$ cat src/rtl/nnrv_pkg.sv
// nnrv_pkg -- shared definitions for the NNRV write-back slice.
//   - Load funct3 encodings (LB, LH, LW, LBU, LHU).
//   - Write-back FSM state type.
package nnrv_pkg;

    localparam logic [2:0] F3_LB  = 3'b000;
    localparam logic [2:0] F3_LH  = 3'b001;
    localparam logic [2:0] F3_LW  = 3'b010;
    localparam logic [2:0] F3_LBU = 3'b100;
    localparam logic [2:0] F3_LHU = 3'b101;

    typedef enum logic [1:0] {
        ST_IDLE,
        ST_LOAD_WAIT,
        ST_COMMIT
    } wb_state_e;

endpackage

$ cat src/rtl/nnrv_load_align.sv
// nnrv_load_align -- combinational load data extract/extend.
// Ports:
//   rdata   [XLEN-1:0] in   word-aligned memory read data
//   funct3  [2:0]      in   load type (unsupported encodings behave as LW)
//   addr_lo [1:0]      in   byte offset within the word
//   data    [XLEN-1:0] out  aligned, sign/zero-extended result
module nnrv_load_align
    import nnrv_pkg::*;
#(
    parameter int XLEN = 32
) (
    input  logic [XLEN-1:0] rdata,
    input  logic [2:0]      funct3,
    input  logic [1:0]      addr_lo,
    output logic [XLEN-1:0] data
);

    logic [7:0]  byte_v;
    logic [15:0] half_v;

    always_comb begin
        byte_v = rdata[{addr_lo, 3'b000} +: 8];
        half_v = rdata[{addr_lo[1], 4'b0000} +: 16];
        case (funct3)
            F3_LB:   data = {{(XLEN-8){byte_v[7]}}, byte_v};
            F3_LBU:  data = {{(XLEN-8){1'b0}}, byte_v};
            F3_LH:   data = {{(XLEN-16){half_v[15]}}, half_v};
            F3_LHU:  data = {{(XLEN-16){1'b0}}, half_v};
            default: data = rdata;
        endcase
    end

endmodule

$ cat src/rtl/nnrv_wb.sv
// nnrv_wb -- write-back stage: commits ALU results and aligned load data to
// the register file, detecting misaligned loads at acceptance.
// Ports:
//   i_clk, i_rst (async, active-low)
//   i_valid / o_ready          upstream handshake (ready only in IDLE)
//   i_rd, i_rd_we, i_is_load, i_funct3, i_addr_lo, i_alu_res  instruction info
//   i_mem_valid, i_mem_rdata   load response
//   o_w_en, o_w, o_w_reg       register-file write port
//   o_misalign                 one-cycle pulse on a misaligned load
//   o_busy                     a load is outstanding
// Optional macro NNRV_WB_BYPASS_EN adds o_fwd_valid/o_fwd_rd/o_fwd_data, a
// same-cycle mirror of the write port for operand forwarding.
module nnrv_wb
    import nnrv_pkg::*;
#(
    parameter int XLEN = 32
) (
    input  logic            i_clk,
    input  logic            i_rst,
    input  logic            i_valid,
    output logic            o_ready,
    input  logic [4:0]      i_rd,
    input  logic            i_rd_we,
    input  logic            i_is_load,
    input  logic [2:0]      i_funct3,
    input  logic [1:0]      i_addr_lo,
    input  logic [XLEN-1:0] i_alu_res,
    input  logic            i_mem_valid,
    input  logic [XLEN-1:0] i_mem_rdata,
    output logic            o_w_en,
    output logic [4:0]      o_w,
    output logic [XLEN-1:0] o_w_reg,
    output logic            o_misalign,
    output logic            o_busy
`ifdef NNRV_WB_BYPASS_EN
    ,
    output logic            o_fwd_valid,
    output logic [4:0]      o_fwd_rd,
    output logic [XLEN-1:0] o_fwd_data
`endif
);

    wb_state_e       state, state_nx;
    logic            accept;
    logic            misaligned;
    logic [4:0]      rd_q;
    logic            we_q;
    logic [2:0]      f3_q;
    logic [1:0]      addr_q;
    logic [XLEN-1:0] ld_data;

    assign accept  = i_valid && (state == ST_IDLE);
    assign o_ready = (state == ST_IDLE);
    assign o_busy  = (state == ST_LOAD_WAIT);

    // Unsupported funct3 falls into the LW (word) alignment rule.
    always_comb begin
        case (i_funct3)
            F3_LB, F3_LBU: misaligned = 1'b0;
            F3_LH, F3_LHU: misaligned = i_addr_lo[0];
            default:       misaligned = |i_addr_lo;
        endcase
    end

    nnrv_load_align #(.XLEN(XLEN)) u_align (
        .rdata   (i_mem_rdata),
        .funct3  (f3_q),
        .addr_lo (addr_q),
        .data    (ld_data)
    );

    always_ff @(posedge i_clk or negedge i_rst) begin
        if (!i_rst) state <= ST_IDLE;
        else        state <= state_nx;
    end

    always_comb begin
        state_nx = state;
        case (state)
            ST_IDLE:      if (accept && i_is_load && !misaligned) state_nx = ST_LOAD_WAIT;
            ST_LOAD_WAIT: if (i_mem_valid) state_nx = ST_COMMIT;
            ST_COMMIT:    state_nx = ST_IDLE;
            default:      state_nx = ST_IDLE;
        endcase
    end

    always_ff @(posedge i_clk or negedge i_rst) begin
        if (!i_rst) begin
            rd_q   <= '0;
            we_q   <= 1'b0;
            f3_q   <= '0;
            addr_q <= '0;
        end else if (accept && i_is_load) begin
            rd_q   <= i_rd;
            we_q   <= i_rd_we;
            f3_q   <= i_funct3;
            addr_q <= i_addr_lo;
        end
    end

    // Write port registers: o_w/o_w_reg only change on a real write, so they
    // hold their last committed value otherwise. The load write enable is
    // raised on the mem_valid edge, i.e. it is high during COMMIT.
    always_ff @(posedge i_clk or negedge i_rst) begin
        if (!i_rst) begin
            o_w_en     <= 1'b0;
            o_w        <= '0;
            o_w_reg    <= '0;
            o_misalign <= 1'b0;
        end else begin
            o_w_en     <= 1'b0;
            o_misalign <= 1'b0;
            if (accept && !i_is_load) begin
                if (i_rd_we && (i_rd != 5'd0)) begin
                    o_w_en  <= 1'b1;
                    o_w     <= i_rd;
                    o_w_reg <= i_alu_res;
                end
            end else if (accept && i_is_load && misaligned) begin
                o_misalign <= 1'b1;
            end else if (state == ST_LOAD_WAIT && i_mem_valid) begin
                if (we_q && (rd_q != 5'd0)) begin
                    o_w_en  <= 1'b1;
                    o_w     <= rd_q;
                    o_w_reg <= ld_data;
                end
            end
        end
    end

`ifdef NNRV_WB_BYPASS_EN
    assign o_fwd_valid = o_w_en;
    assign o_fwd_rd    = o_w;
    assign o_fwd_data  = o_w_reg;
`endif

endmodule

$ cat config.mk
export PLATFORM = sky130hd
export DESIGN_NAME = nnrv_wb
export DESIGN_NICKNAME = d
export VERILOG_FILES = /design/src/rtl/nnrv_pkg.sv /design/src/rtl/nnrv_load_align.sv /design/src/rtl/nnrv_wb.sv
export SDC_FILE = /design/constraint.sdc
export NUM_CORES = 1
export LEC_CHECK = 0
export BUFFER_PORTS_ARGS = -buffer_cell sky130_fd_sc_hd__buf_2
export CAP_MARGIN = 30
export CORE_ASPECT_RATIO = 1.2
export CORE_MARGIN = 3
export CORE_UTILIZATION = 49
export DETAILED_ROUTE_END_ITERATION = 12
export PLACE_DENSITY = 0.81
export SETUP_SLACK_MARGIN = 0.05
export SYNTH_ARGS = -nofsm -noshare
export SYNTH_HDL_FRONTEND = slang
export SYNTH_SLANG_ARGS = --single-unit
$ cat constraint.sdc
create_clock -name i_clk -period 2.2 [get_ports i_clk]
set_input_delay 0.22 -clock i_clk [delete_from_list [all_inputs] [get_ports i_clk]]
set_output_delay 0.22 -clock i_clk [all_outputs]
set_load 0.02 [all_outputs]
==> summary.md, run 1 <==
| Metric | Value |
|---|---|
| Yosys warnings | `0` |
| Hold Vio Cnt, Final | `0` |
| CTS root buffer | `clkbuf_8` |
| Maximum clock frequency | `0.485 GHz` |
| Worst VDD drop | `0.000532 V` |
| Max_cap viols | `0` |
| Vias/cell | `5.55` |
| Skew-Pair Late Insertion Delay | `0.32 ns` |
| Fin nets | `521` |
| DP Wirelength | `6410 µm` |
| RSZ-0062 raised after global routing | `no` |
| Grt total ovfl | `0` |
| Clock slew at reported path FFs | `0.10 ns` |
| Clock power frac | `14.7%` |
| Cell count after synthesis | `321` |
| Ports | `121` |
| Total CTS buffers | `5` |
| Fin crit share | `93.8%` |
| Hold crit path type | `input pin to register` |
| Area of the multi-input gates | `0.00147 mm²` |
| IO Port Bufs | `120` |
| Routed length per placed instance | `16.5 µm` |
| Critical Path RT | `2.40 ns` |
| Via count | `2897` |
| Pre-CTS WS | `0.0231 ns` |
| N_diodes | `0` |
| Vias in the first global route | `2903` |
| Storage element area | `0.00130 mm²` |
| Net Sw Frac | `41.8%` |
| Cell Area, Synth | `0.00297 mm²` |
| Syn_nets | `401` |
| Most common cell after layout, fill and taps aside | `buf_2` |
| Yosys cell types | `44` |
| Antenna Nets Post-Route | `0` |
| Non-filler cells, final | `522` |
| Initial Util | `51.6%` |
| Path type of the worst setup path | `register to register` |
| Outcome | `completed` |
| Internal Power | `0.00235 W` |
| Layout cells sized above 1 | `38.9%` |
| CTS sink cnt | `52` |
| Hold_ws | `0.0980 ns` |
| DRC Markers | `0` |
| First-pass GRT wire length | `13700 µm` |
| Die area | `0.00702 mm²` |
| Fin util | `66.3%` |
| Worst Slack Setup Final | `0.136 ns` |
| Final worst path period need | `2.06 ns` |
| TritonCTS clock tree | `yes` |
| Clock buffer depth | `2` |
| Largest net degree at the start of global routing | `39` |
| Core region area | `0.00574 mm²` |
| Pwr dens | `1060 mW/mm²` |
| Max-Slew Margin vs Limit | `51.7%` |
| Leakage Power | `1.82 nW` |
| CP Launch Type | `register` |
| Sum Neg Setup Slack | `0 ns` |
| Flop pwr share | `38.4%` |
| Max FFs per register | `37` |
| Setup violations, final | `0` |
| Mean post-synth cell area | `9.24 µm²` |
| Max FO, Critical Path | `8` |
| Die X | `77.0 µm` |
| Most frequent cells in the layout | `buf_2 (120), dfrtp_1 (52), nor2_1 (27)` |
| Final Wtd Congestion | `0.849` |
| DR iter-0 viols | `263` |
| Tot GR Track Use | `24.3%` |
| Critical Path Sink Type | `register` |
| Worst Tran Pin Value | `0.724 ns` |
| Initial antenna violation count | `0` |
| Switching power total | `0.00168 W` |
| Yosys reg bits | `52` |
| Filler cell count | `496` |
| Chip Height | `91.2 µm` |
| Clock skew | `0.00956 ns` |
| Seq/Total Area, Yosys | `43.9%` |
| Comb pwr share | `46.9%` |
| Fin. max-slew vios | `0` |
| Area Overhead vs Synth | `28.4%` |
| PostCTS Resize Cnt | `0` |
| H-tree levels | `2` |
| WP data arrival | `2.27 ns` |
| Num rows | `30` |
| Final WL | `8620 µm` |
| DR pass1 iterations | `4` |
| Placed insts | `508` |
==> cell type report <==
cell class / count / share of cell area (%)
tap: 80 / 2.63
clock buffer: 5 / 1.81
sequential: 52 / 34.2
multi-input combinational: 222 / 38.5
inverter: 23 / 2.27
clock inverter: 3 / 0.756
timing repair buffer: 137 / 19.9
==> layer usage <==
| metal | track usage, % | vias to the layer above | share of wire (%) | wire length [µm] |
|---|---|---|---|---|
| met1 | 29.0 | 1364 | 40 | 3410 |
| met2 | 42.3 | 126 | 51 | 4380 |
| met5 | 0 | - | 0 | 0 |
| met3 | 5.36 | 17 | 7.4 | 637 |
| met4 | 9.35 | 0 | 2.1 | 184 |
| li1 | - | 1390 | - | - |
==> worst max-delay path, stage by stage, from the launching register on <==
cell and delay, ns:
dfrtp_1 0.40, or4_1 0.54, nor2_1 0.31, o22ai_4 0.19, buf_4 0.20, mux2_4 0.29
==> logic make-up (layout without fill, tap and decap cells) <==
kind of cell / after synthesis / in the layout / synth area share [%]
buf+inv: 48 / 168 / 7.38
mux: 22 / 22 / 8.99
compound gates: 123 / 124 / 27.7
simple gates: 76 / 76 / 12.1
flops: 52 / 52 / 43.9
==> cell usage after synthesis <==
| cell | n | share of area, % |
|---|---|---|
| a2111oi_0 | 1 | 0.30 |
| a211o_1 | 2 | 0.59 |
| a211oi_1 | 1 | 0.25 |
| a21boi_0 | 17 | 4.3 |
| a21o_1 | 3 | 0.76 |
| a21oi_1 | 20 | 3.4 |
| a221o_1 | 1 | 0.34 |
| a221oi_1 | 1 | 0.30 |
| a22o_1 | 4 | 1.2 |
| a22oi_1 | 8 | 2.0 |
| a2bb2oi_1 | 2 | 0.59 |
| a31oi_1 | 5 | 1.1 |
| a31oi_2 | 5 | 2.1 |
| and2_1 | 1 | 0.21 |
| and3_1 | 1 | 0.21 |
| buf_2 | 3 | 0.51 |
| buf_4 | 1 | 0.25 |
| buf_6 | 4 | 1.5 |
| clkbuf_1 | 16 | 2.0 |
| clkbuf_2 | 1 | 0.17 |
| clkinv_1 | 1 | 0.13 |
| dfrtp_1 | 52 | 44 |
| inv_1 | 22 | 2.8 |
| mux2_2 | 13 | 4.9 |
| mux2_4 | 6 | 3.0 |
| mux2i_1 | 3 | 1.0 |
| nand2_1 | 21 | 2.7 |
| nand2b_1 | 4 | 0.84 |
| nand3_1 | 5 | 0.84 |
| nand3b_1 | 1 | 0.25 |
| nor2_1 | 27 | 3.4 |
| nor2b_1 | 7 | 1.5 |
| nor3_1 | 3 | 0.51 |
| nor4b_2 | 1 | 0.51 |
| o211ai_1 | 2 | 0.51 |
| o21ai_0 | 26 | 4.4 |
| o21ai_1 | 1 | 0.17 |
| o21bai_1 | 1 | 0.25 |
| o22ai_1 | 21 | 4.4 |
| o22ai_2 | 1 | 0.42 |
| o311a_1 | 1 | 0.34 |
| or2_2 | 1 | 0.21 |
| or3_1 | 2 | 0.42 |
| or4_1 | 2 | 0.51 |
==> power by group through the flow <==
stage / logic, W / clock network [W] / registers [W]
after floorplan: 0.000882 / 0 / 0.00190
after global routing: 0.00204 / 0.000647 / 0.00160
final: 0.00189 / 0.000592 / 0.00155
after global placement: 0.00182 / 0 / 0.00155
after CTS: 0.00188 / 0.000608 / 0.00154
after detailed placement: 0.00187 / 0 / 0.00156
==> path summary, 6_finish.rpt <==
check / startpoint / end / slack (ns) / depth (start not counted)
setup / recovery: rd_q[2] / o_w_reg[11] / 0.14 / 5
hold / removal: i_funct3[2] / f3_q[2] / 0.1 / 3
setup reg to reg: rd_q[2] / o_w_reg[11] / 0.14 / 5
hold reg to reg: o_w_reg[9] / o_w_reg[9] / 0.52 / 1
max in group asynchronous: i_rst / o_w_reg[27] / 1.19 / 3
min in group asynchronous: i_rst / o_w_reg[24] / 0.45 / 2
==> stage by stage <==
step                cell area (µm²)  power (W)
floorplan                      2970    0.00278
global placement               3660    0.00337
detailed placement             3660    0.00343
CTS                            3780    0.00403
global route                   3810    0.00429
finish                         3810    0.00403
==> repair_timing <==
item | CTS | global route
cloned | 1 | 0
endpoints found under the hold margin | 26 | 0
hold buffers | 1 | 0
pin swaps | 1 | 1
setup buffers | 0 | 4
setup endpoints to repair | 8 | 12
Power figures use the tool's default switching activity.
==> run 2, diff against run 1 <==
--- a/config.mk
+++ b/config.mk
@@ -12,6 +12,7 @@
 export CORE_UTILIZATION = 49
 export DETAILED_ROUTE_END_ITERATION = 12
 export PLACE_DENSITY = 0.81
+export REMOVE_ABC_BUFFERS = 1
 export SETUP_SLACK_MARGIN = 0.05
 export SYNTH_ARGS = -nofsm -noshare
 export SYNTH_HDL_FRONTEND = slang
==> summary.md, run 2 (synthesized netlist as in run 1, its figures left out) <==
| Metric | Value |
|---|---|
| Ports | `121 (unchanged)` |
| Worst Tran Pin Value | `0.679 ns (-0.0451 ns)` |
| Buf/Inv on CP | `1 (unchanged)` |
| Vias/cell | `5.48 (-1.2%)` |
| Die area | `0.00702 mm² (unchanged)` |
| Net Sw Frac | `41.5% (-0.26 points)` |
| Fin. max-slew vios | `0 (unchanged)` |
| Hold Vio Cnt, Final | `0 (unchanged)` |
| Filler cell count | `483 (-2.6%)` |
| Storage element area | `0.00130 mm² (unchanged)` |
| Pwr dens | `1060 mW/mm² (+0.42%)` |
| Tot GR Track Use | `23.7% (-0.58 points)` |
| Initial Util | `51.6% (unchanged)` |
| CP Launch Type | `register` |
| Cell breakdown of the critical path | `or4_1 -> nor2_1 -> o22ai_4 -> buf_4 -> mux2_4` |
| Clock power frac | `14.1% (-0.6 points)` |
| Critical Path RT | `2.40 ns (about the same)` |
| Hold_buf cts | `0 (-1)` |
| Max_cap viols | `0 (unchanged)` |
| Slowest CP cell | `or4_1` |
| CTS root buffer | `clkbuf_8` |
| Die X | `77.0 µm (unchanged)` |
| RSZ-0062 raised after global routing | `yes` |
| Switching power total | `0.00165 W (-2.1%)` |
| Hold_ws | `0.00601 ns (-0.0920 ns)` |
| Placed insts | `509 (+0.20%)` |
| Fin crit share | `91.5% (-2.3 points)` |
| H-tree levels | `2 (unchanged)` |
| Final worst path period need | `2.01 ns (-0.0506 ns)` |
| DRC Markers | `0 (unchanged)` |
| Routed length per placed instance | `15.7 µm (-4.6%)` |
| Area Overhead vs Synth | `25.9%` |
| Num rows | `30 (unchanged)` |
| Most common cell after layout, fill and taps aside | `buf_2` |
| Layout cells sized above 1 | `38.9% (about the same)` |
| Core region area | `0.00574 mm² (unchanged)` |
| Final WL | `8140 µm (-5.5%)` |
| PostCTS Resize Cnt | `0 (unchanged)` |
| Clock slew at reported path FFs | `0.10 ns (about the same)` |
| Internal Power | `0.00232 W (-1.1%)` |
| Clock buffer depth | `2 (unchanged)` |
| CTS sink cnt | `52 (unchanged)` |
| Area of the multi-input gates | `0.00146 mm² (-0.60%)` |
| Worst VDD drop | `0.000530 V (-0.41%)` |
| Largest net degree at the start of global routing | `53 (+36%)` |
| Total power | `0.00397 W (-1.5%)` |
| CP max stage delay | `0.55 ns (about the same)` |
| DP Wirelength | `5910 µm (-7.8%)` |
| Path type of the worst setup path | `register to register` |
| Most frequent cells in the layout | `buf_2 (120), dfrtp_1 (52), nor2_1 (27)` |
| Critical Path Sink Type | `register` |
| Clock skew | `0.0103 ns (+0.000770 ns)` |
| Max FFs per register | `37 (unchanged)` |
| Non-filler cells, final | `517 (-0.96%)` |
| Fin util | `65.0% (-1.3 points)` |
| DR pass1 iterations | `4 (unchanged)` |
| Via count | `2834 (-2.2%)` |
| Grt total ovfl | `0 (unchanged)` |
| Max FO, Critical Path | `40 (+32)` |
| Fin nets | `516 (-0.96%)` |
| Maximum clock frequency | `0.497 GHz (+2.5%)` |
| Vias in the first global route | `2958 (+1.9%)` |
| Outcome | `completed` |
| Leakage Power | `1.78 nW (-2.0%)` |
| # Post-CTS Setup Buffers | `0 (unchanged)` |
| Flop pwr share | `38.8% (+0.4 points)` |
| TritonCTS clock tree | `yes` |
| Max-Slew Margin vs Limit | `54.6% (+2.9 points)` |
| WP data arrival | `2.22 ns (-0.05 ns)` |
| Initial antenna violation count | `0 (unchanged)` |
| Antenna Nets Post-Route | `0 (unchanged)` |
| First-pass GRT wire length | `13600 µm (-0.55%)` |
| DR iter-0 viols | `168 (-36%)` |
| Skew-Pair Late Insertion Delay | `0.31 ns (about the same)` |
| IO Port Bufs | `120 (unchanged)` |
| N_diodes | `0 (unchanged)` |
| Final Wtd Congestion | `0.798 (-6.1%)` |
| Hold crit path type | `input pin to async pin` |
| Crit path max-delay family | `simple AND/OR/NAND/NOR gates` |
| Setup violations, final | `0 (unchanged)` |
| Comb pwr share | `47.1% (+0.2 points)` |
| Chip Height | `91.2 µm (unchanged)` |
| Total CTS buffers | `5 (unchanged)` |
-- run 2: layout make-up --
type,count,area share (%)
clock inverter,3,0.503
clock buffer,5,1.84
tap,80,2.68
sequential,52,34.9
multi-input combinational,221,39.0
inverter,23,2.41
timing repair buffer,133,18.7
-- run 2: path summary, 6_finish.rpt --
check | from | endpoint | slack (ns) | cells past startpoint
setup / recovery | rd_q[2] | o_w_reg[11] | 0.19 | 5
hold / removal | i_rst | rd_q[4] | 0.006 | 2
setup reg to reg | rd_q[2] | o_w_reg[11] | 0.19 | 5
hold reg to reg | o_w_reg[13] | o_w_reg[13] | 0.52 | 1
max in group asynchronous | i_rst | addr_q[1] | 1.73 | 2
min in group i_clk | i_mem_valid | state[0] | 0.13 | 2
-- run 2: per-stage QoR --
| step | setup slack, ns | TNS [ns] | cell area, µm² |
|---|---|---|---|
| 2_1_floorplan | -1.54 | -54.16 | 2830 |
| 3_3_place_gp | 0.261 | 0 | 3640 |
| 3_5_place_dp | 0.204 | 0 | 3640 |
| 4_1_cts | 0.182 | 0 | 3730 |
| 5_1_grt | 0.0278 | 0 | 3730 |
| 6_report | 0.187 | 0 | 3730 |
-- run 2: metal layers --
metal / GRT usage [%] / part of all wire [%] / vias up
met1: 29.1 / 42 / 1331
met3: 5.75 / 7.0 / 11
met5: 0 / 0 / -
met2: 41.3 / 50 / 116
li1: - / - / 1376
met4: 6.53 / 1.0 / 0
-- run 2: power groups by stage --
stage	Clock (W)	Sequential (W)	Combinational (W)
global route	0.000611	0.00159	0.00204
detailed placement	0	0.00155	0.00187
floorplan	0	0.00195	0.000786
finish	0.000559	0.00154	0.00187
CTS	0.000568	0.00154	0.00188
global placement	0	0.00154	0.00183
==> run 3, diff against run 2 <==
--- a/config.mk
+++ b/config.mk
@@ -7,11 +7,13 @@
 export LEC_CHECK = 0
 export BUFFER_PORTS_ARGS = -buffer_cell sky130_fd_sc_hd__buf_2
 export CAP_MARGIN = 30
+export CELL_PAD_IN_SITES_DETAIL_PLACEMENT = 2
+export CELL_PAD_IN_SITES_GLOBAL_PLACEMENT = 2
 export CORE_ASPECT_RATIO = 1.2
 export CORE_MARGIN = 3
-export CORE_UTILIZATION = 49
+export CORE_UTILIZATION = 28
 export DETAILED_ROUTE_END_ITERATION = 12
-export PLACE_DENSITY = 0.81
+export PLACE_DENSITY_LB_ADDON = 0.1
 export REMOVE_ABC_BUFFERS = 1
 export SETUP_SLACK_MARGIN = 0.05
 export SYNTH_ARGS = -nofsm -noshare
==> summary.md, run 3 (synthesized netlist as in run 1, its figures left out) <==
| Metric | Value |
|---|---|
| Outcome | `completed` |
| Clock slew at reported path FFs | `0.08 ns (-0.02 ns)` |
| DR pass1 iterations | `4 (unchanged)` |
| Vias in the first global route | `3178 (+7.4%)` |
| Maximum clock frequency | `0.482 GHz (-3.0%)` |
| Ports | `121 (unchanged)` |
| Routed length per placed instance | `18.9 µm (+20%)` |
| TritonCTS clock tree | `yes` |
| Pwr dens | `1110 mW/mm² (+4.5%)` |
| Hold Vio Cnt, Final | `0 (unchanged)` |
| CTS sink cnt | `52 (unchanged)` |
| RSZ-0062 raised after global routing | `no` |
| Hold crit path type | `input pin to register` |
| R2r endpoint | `o_w_reg[13]` |
| First-pass GRT wire length | `17200 µm (+26%)` |
| Most common cell after layout, fill and taps aside | `buf_2` |
| Tot GR Track Use | `18.4% (-5.3 points)` |
| Fin util | `39.4% (-26 points)` |
| N_diodes | `0 (unchanged)` |
| Total power | `0.00445 W (+12%)` |
| Non-filler cells, final | `571 (+10%)` |
| CP Launch Type | `register` |
| Antenna Nets Post-Route | `0 (unchanged)` |
| Critical Path RT | `2.38 ns (-0.02 ns)` |
| Via count | `2925 (+3.2%)` |
| IO Port Bufs | `120 (unchanged)` |
| Skew-Pair Late Insertion Delay | `0.30 ns (about the same)` |
| Grt total ovfl | `0 (unchanged)` |
| Clock skew | `0.0102 ns (-0.0000913 ns)` |
| Num rows | `40 (+33%)` |
| DRC Markers | `0 (unchanged)` |
| Layout cells sized above 1 | `39.6% (+0.65 points)` |
| Most used cell, CP | `buf_12` |
| Largest net degree at the start of global routing | `39 (-26%)` |
| Die area | `0.0119 mm² (+69%)` |
| Final WL | `10800 µm (+33%)` |
| Critical Path Sink Type | `register` |
| Leakage Power | `1.88 nW (+5.2%)` |
| Vias/cell | `5.12 (-6.5%)` |
| CP max stage delay | `0.56 ns (about the same)` |
| Most frequent cells in the layout | `buf_2 (120), dfrtp_1 (52), nor2_1 (26), o21ai_0 (26), inv_1 (22)` |
| Clock buffer depth | `2 (unchanged)` |
| Hold Crit Endpoint | `f3_q[2]` |
| Hold_ws | `0.143 ns (+0.137 ns)` |
| Max FFs per register | `37 (unchanged)` |
| Fin crit share | `94.3% (+2.8 points)` |
| Fin. max-slew vios | `0 (unchanged)` |
| R2r setup slk | `0.12 ns (-0.06 ns)` |
| R2r startpoint | `rd_q[2]` |
| Hold Path Stages | `3` |
| Chip Height | `119 µm (+30%)` |
| Slowest CP cell | `or4_1` |
| Sum Neg Setup Slack | `0 ns (unchanged)` |
| Placed insts | `559 (+9.8%)` |
| Max-Slew Margin vs Limit | `58.7% (+4.1 points)` |
| Initial Util | `29.2% (-22 points)` |
| Initial antenna violation count | `0 (unchanged)` |
| Max FO, Critical Path | `8 (-80%)` |
| DP Wirelength | `8020 µm (+36%)` |
| Setup violations, final | `0 (unchanged)` |
| Final worst path period need | `2.08 ns (+0.0623 ns)` |
| Die X | `99.9 µm (+30%)` |
| Total CTS buffers | `5 (unchanged)` |
| Area Overhead vs Synth | `35.1%` |
| R2r worst-path depth | `6 (+1)` |
| DR iter-0 viols | `114 (-32%)` |
| Final Wtd Congestion | `0.755 (-5.4%)` |
| Max_cap viols | `0 (unchanged)` |
| Path type of the worst setup path | `register to register` |
| Cell breakdown of the critical path | `or4_1 -> nor2_2 -> o22ai_4 -> buf_12 -> buf_12 -> mux2_4` |
| CTS root buffer | `clkbuf_16` |
| Fin nets | `524 (+1.6%)` |
| Hold_sp | `i_funct3[2]` |
| Worst VDD drop | `0.000442 V (-17%)` |
| H-tree levels | `2 (unchanged)` |
| Core region area | `0.0102 mm² (+77%)` |
| Worst Tran Pin Value | `0.618 ns (-0.0614 ns)` |
| WP data arrival | `2.26 ns (+0.04 ns)` |
## run 3: worst max-delay path, delay by kind of cell (launching register included)
| kind | cells | cell delay [ns] |
|---|---|---|
| mux | 1 | 0.28 |
| flops | 1 | 0.40 |
| buf+inv | 2 | 0.31 |
| compound gates | 1 | 0.11 |
| simple gates | 2 | 0.84 |
## run 3: layout make-up
| type | instances | area, µm² |
|---|---|---|
| repair buffers | 140 | 803 |
| inverters | 23 | 86.3 |
| well taps | 126 | 158 |
| multi-input cells | 222 | 1480 |
| clock buffers | 5 | 125 |
| fillers | 1175 | 6150 |
| flip-flops and latches | 52 | 1300 |
| clock inverters | 3 | 47.5 |
## run 3: report_power, final
group,switching (W),leakage (nW),total [W],internal [W]
sequential,0.000236,0.622,0.00154,0.00131
clock,0.000395,0.0840,0.000937,0.000542
combinational,0.00114,1.17,0.00197,0.000825
total,0.00177,1.88,0.00445,0.00268
## run 3: worst max-delay path by stage
stage / startpoint / to / slack, ns / depth (start not counted)
4_1_cts: state[0] / o_w_reg[25] / 0.12 / 5
5_1_grt: rd_q[2] / o_w_reg[13] / 0.06 / 6
2_1_floorplan: state[1] / o_w_reg[8] / -1.54 / 4
3_3_place_gp: state[0] / o_w_reg[21] / 0.08 / 6
3_5_place_dp: state[0] / o_w_reg[17] / -0.05 / 6
6_report: rd_q[2] / o_w_reg[13] / 0.12 / 6
## run 3: repair_timing
action	CTS	global route
hold endpoints to repair	21	0
setup buffers	2	0
cloned	1	0
hold buffers	1	0
pin swaps	1	0
gates resized for setup	1	1
setup endpoints to repair	20	4
## run 3: metal layers
layer | vias up | part of all wire, % | GRT usage [%]
met4 | 0 | 0.70 | 3.59
met5 | - | 0 | 0
met2 | 72 | 50 | 31.6
met1 | 1455 | 43 | 23.8
met3 | 4 | 5.9 | 3.84
li1 | 1394 | - | -
## run 3: per-stage QoR
stage	instance area, µm²	setup WS (ns)
2_1_floorplan	2830	-1.54
3_3_place_gp	3760	0.0781
3_5_place_dp	3760	-0.0453
4_1_cts	4000	0.121
5_1_grt	4010	0.0576
6_report	4010	0.124
